File: src/rtl/shift_sequencer.sv
// Multi-cycle shift engine: steps a 16-bit one-bit shifter once per clock
// until the requested (clamped) count is exhausted, then pulses done with the result.
module shift_sequencer #(
  parameter int AMT_W     = 5,
  parameter int MAX_SHIFT = 16
) (
  input  logic             clk,
  input  logic             reset_n,
  input  logic             start,
  input  logic             abort,
  input  logic [15:0]      din,
  input  logic [1:0]       op,
  input  logic [AMT_W-1:0] amount,
  output logic             busy,
  output logic             done,
  output logic [15:0]      dout
);

  localparam int CNT_W = $clog2(MAX_SHIFT + 1);

  typedef enum logic [1:0] {
    S_IDLE  = 2'd0,
    S_SHIFT = 2'd1,
    S_DONE  = 2'd2
  } state_t;

  // Single-step shifter; ASR keeps bit 15 so repeated steps sign-fill.
  function automatic logic [15:0] f_shift1(input logic [15:0] a, input logic [1:0] o);
    logic [15:0] r;
    case (o)
      2'b01:   r = {a[14:0], 1'b0};
      2'b10:   r = {1'b0, a[15:1]};
      2'b11:   r = {a[15], a[15:1]};
      default: r = a;
    endcase
    return r;
  endfunction

  state_t           r_state;
  logic [15:0]      r_acc;
  logic [1:0]       r_op;
  logic [CNT_W-1:0] r_cnt;
  logic             r_busy;
  logic             r_done;
  logic [15:0]      r_dout;

  logic [CNT_W-1:0] w_cnt_init;
  logic [15:0]      w_acc_next;
  logic             w_skip;

  // Clamp the requested count and precompute the next accumulator value.
  always_comb begin
    w_cnt_init = CNT_W'(amount);
    if (32'(amount) > MAX_SHIFT) begin
      w_cnt_init = CNT_W'(MAX_SHIFT);
    end else begin
      w_cnt_init = CNT_W'(amount);
    end
    w_skip     = (w_cnt_init == {CNT_W{1'b0}}) || (op == 2'b00);
    w_acc_next = f_shift1(r_acc, r_op);
  end

  // Sequencer FSM with registered busy/done/dout.
  always_ff @(posedge clk) begin
    if (!reset_n) begin
      r_state <= S_IDLE;
      r_acc   <= 16'h0000;
      r_op    <= 2'b00;
      r_cnt   <= {CNT_W{1'b0}};
      r_busy  <= 1'b0;
      r_done  <= 1'b0;
      r_dout  <= 16'h0000;
    end else begin
      r_done <= 1'b0;
      case (r_state)
        S_IDLE: begin
          if (start) begin
            r_op   <= op;
            r_acc  <= din;
            r_cnt  <= w_cnt_init;
            r_busy <= 1'b1;
            if (w_skip) begin
              r_state <= S_DONE;
              r_done  <= 1'b1;
              r_dout  <= din;
            end else begin
              r_state <= S_SHIFT;
            end
          end
        end
        S_SHIFT: begin
          // Abort wins over stepping: accumulator and dout are left untouched.
          if (abort) begin
            r_state <= S_IDLE;
            r_busy  <= 1'b0;
          end else begin
            r_acc <= w_acc_next;
            r_cnt <= r_cnt - CNT_W'(1);
            if (r_cnt == CNT_W'(1)) begin
              r_state <= S_DONE;
              r_done  <= 1'b1;
              r_dout  <= w_acc_next;
            end
          end
        end
        S_DONE: begin
          r_state <= S_IDLE;
          r_busy  <= 1'b0;
        end
        default: begin
          r_state <= S_IDLE;
          r_busy  <= 1'b0;
        end
      endcase
    end
  end

  assign busy = r_busy;
  assign done = r_done;
  assign dout = r_dout;

endmodule

File: config.mk
export PLATFORM = sky130hd
export DESIGN_NAME = shift_sequencer
export DESIGN_NICKNAME = d
export VERILOG_FILES = /design/src/rtl/shift_sequencer.sv
export SDC_FILE = /design/constraint.sdc
export NUM_CORES = 1
export LEC_CHECK = 0
export BUFFER_PORTS_ARGS = -buffer_cell sky130_fd_sc_hd__buf_2
export CAP_MARGIN = 20
export CORE_AREA = 2 2 80 82
export DETAILED_ROUTE_END_ITERATION = 16
export DIE_AREA = 0 0 82 84
export HOLD_SLACK_MARGIN = 0.03
export PLACE_DENSITY = 0.67
export SYNTH_ARGS = -nofsm -noshare
export SYNTH_HDL_FRONTEND = slang
export SYNTH_SLANG_ARGS = --single-unit
File: constraint.sdc
create_clock -name clk -period 2.8 [get_ports clk]
set_clock_uncertainty 0.05 [all_clocks]
set_input_delay 0.28 -clock clk [delete_from_list [all_inputs] [get_ports clk]]
set_output_delay 0.28 -clock clk [all_outputs]
set_load 0.02 [all_outputs]
==> reports/results.txt <==
Setup bufs post-CTS: 0
Register area share after synthesis: 0.3634
Int Power: 0.001017 W
Antenna violations before repair: 0
Layout cells sized above 1: 0.1975
Maximum vdd drop: 0.3503 mV
Die Span X: 82 um
Tmin final: 2.135 ns
Fmax: 468.3 MHz
CP Capture Type: register
GRT Total Usage: 0.1721
Outcome: finished, final reports clean
Placed cell area: 2641 um2
First-pass DRT Iterations: 4
Switching Fraction: 0.2949
Number of H-tree levels: 2
Syn Nets: 315
Post-CTS sizing: 0
Ys Warns: 0
Final wirelength: 5.665 mm
Post-route ant nets: 0
Crit path max fanout: 16
Vias: 2,183
Worst path required time: 2.89 ns
CTS tree: built
Seq. cell area: 860.8 um2
Flop pwr share: 0.484
Hold Startpoint: start
Drt initial violations: 162
Unique masters post-synth: 34
Crit Path Class: register to register
Grt total ovfl: 0
Yosys reg bits: 43
Reg clk slew, reported paths: 0.08 ns
Relative slew slack: 0.3670
Place WS: 0.6711 ns
Vias per cell: 5.444
Num rows: 29
Number of global-route vias before repair: 1,998
# nets final: 352
Io pins: 45
First-pass GRT wire length: 9.556 mm
Syn avg cell area: 8.282 um2
PD cells: 526.3 nW/um2
Max cap viols: 0
Fin crit share: 0.7626
Starting Density: 0.3885
FF-to-FF Start: r_cnt[0]
Slew Limit Fails: 0
Core Region: 6096 um2
Switching power: 0.0004255 W
Pin count of the biggest net entering global routing: 37
Clock Tree Buf Depth: 2
CTS root buffer: clkbuf_8
Worst-Margin Slew: 0.9495 ns
Ys async rst share: 0
Final setup margin: 0.6648 ns
Synth area leaders: dfxtp_1 36%, mux2i_1 13%, o31ai_1 8.9%
Remaining routing DRC violations: 0
IO Port Bufs: 44
Fin. Hold Viols: 0
Leading area contributor after synthesis: dfxtp_1
Min-Delay Path Class: primary input to register
Fillers: 643
Ys flop type: dfxtp_1
Setup TNS: 0 ns
Synth Cell Area: 2369 um2
Worst-case reg-to-reg path depth: 4
Clock group share of total power: 0.295
Gpl congestion: 0.8186
Post-synth EDFFs: 0
Antenna cells: 0
Worst EP arrival: 2.22 ns
DPL Wire Length: 3.796 mm
Combinational group share of total power: 0.221
Leak: 1.241 nW
Die H: 84 um
RR Endpoint: dout[15]
Hold path cells: 2
Area growth, synth to finish: 15.74%
Number of setup violations in the final report: 0
FF-to-FF setup slack: 0.66 ns
Clock latency on the worst-skew pair: 0.28 ns
Crit start category: register
Endpoint, Worst Hold: r_state[1]
Post-DR wirelength/cell: 14.13 um
Synth top area share: 0.3634
Multi-input logic area: 1363 um2
Synth Instances: 286
Clock Sinks: 43
TritonCTS Buffers: 5
Hold-fix buffers, CTS: 0
Final Instance Area: 2741 um2
Die area: 6888 um2
RSZ-0062 raised after global routing: false
[cell usage in the layout (no fill, tap or decap), types with 10 or more instances in the layout]
cell type and count:
buf_4 10, and3_1 15, mux2i_1 30, and2_1 14
dfxtp_1 43, nor3_1 15, buf_2 44, nand2_1 39
a21oi_1 25, o31ai_1 28
[how the worst max path moves through the flow]
stage | from | end | slack, ns | cells after the start
floorplan | r_cnt[0] | dout[10] | 0.98 | 6
global placement | r_cnt[0] | dout[5] | 0.73 | 4
detailed placement | r_cnt[0] | dout[8] | 0.67 | 4
CTS | r_cnt[0] | dout[8] | 0.66 | 4
global route | r_cnt[0] | dout[14] | 0.56 | 4
finish | r_cnt[0] | dout[15] | 0.66 | 4
[power groups by stage]
stage / Combinational [W] / Sequential (W) / Clock (W)
finish: 0.000319 / 0.000698 / 0.000426
global route: 0.000354 / 0.000705 / 0.000460
CTS: 0.000320 / 0.000698 / 0.000436
detailed placement: 0.000318 / 0.000712 / 0
global placement: 0.000314 / 0.000711 / 0
floorplan: 0.000216 / 0.000721 / 0
[state kept, by name, indices dropped and copies added (netlist names)]
signal,count
busy,1
done,1
dout,16
r_acc,16
r_cnt,5
r_op,2
r_state,2
[critical path: stages, from the launching register on]
cell and delay [ns]:
dfxtp_1 0.40, ha_1 0.16, or4b_4 0.47, a211o_1 0.67, mux2i_1 0.23
[area by class of cell]
cell class | count | share of cell area
multi-input cells | 212 | 0.4970
flip-flops and latches | 43 | 0.3140
repair buffers | 54 | 0.1077
clock buffers | 8 | 0.03651
well taps | 77 | 0.03514
inverters | 7 | 0.009585
[per-stage QoR]
stage / cells / power (W) / utilization / hold WS [ns]
after floorplan: 286 / 0.0009373 / - / 0.3311
after global placement: 393 / 0.001025 / 0.4333 / 0.3943
after detailed placement: 393 / 0.001030 / 0.4333 / 0.4017
after CTS: 401 / 0.001453 / 0.4497 / 0.1489
after global routing: 401 / 0.001519 / 0.4497 / 0.1621
final: 401 / 0.001443 / 0.4497 / 0.1537
[cell families after synthesis]
logic type      count (synthesis)  share of synthesized area
fa+ha+maj                       2                    0.01056
simple gates                  101                     0.2113
xor+xnor                        1                   0.003699
mux                            30                     0.1268
flops                          43                     0.3634
buf+inv                        31                    0.06128
compound gates                 78                     0.2229
[synth_stat cells (2+ instances only)]
cell type / count
a21o_1: 2
inv_1: 7
buf_2: 4
nor3_1: 15
nand2_1: 39
nor2_1: 9
dfxtp_1: 43
ha_1: 2
o21ai_0: 4
o31ai_1: 28
a211oi_1: 2
o211ai_1: 5
a21oi_1: 25
nand2b_1: 3
and3_1: 15
a221o_1: 2
clkbuf_1: 18
a31oi_1: 3
mux2i_1: 30
nor2b_1: 2
o221a_2: 2
and2_1: 14
[per-layer routing]
layer  wire, um  global-route usage
met2       2485              0.2698
met1       2774              0.2440
met5          0                   0
met3        360             0.02922
met4         44             0.04091
(Power assumes the default switching activity.)
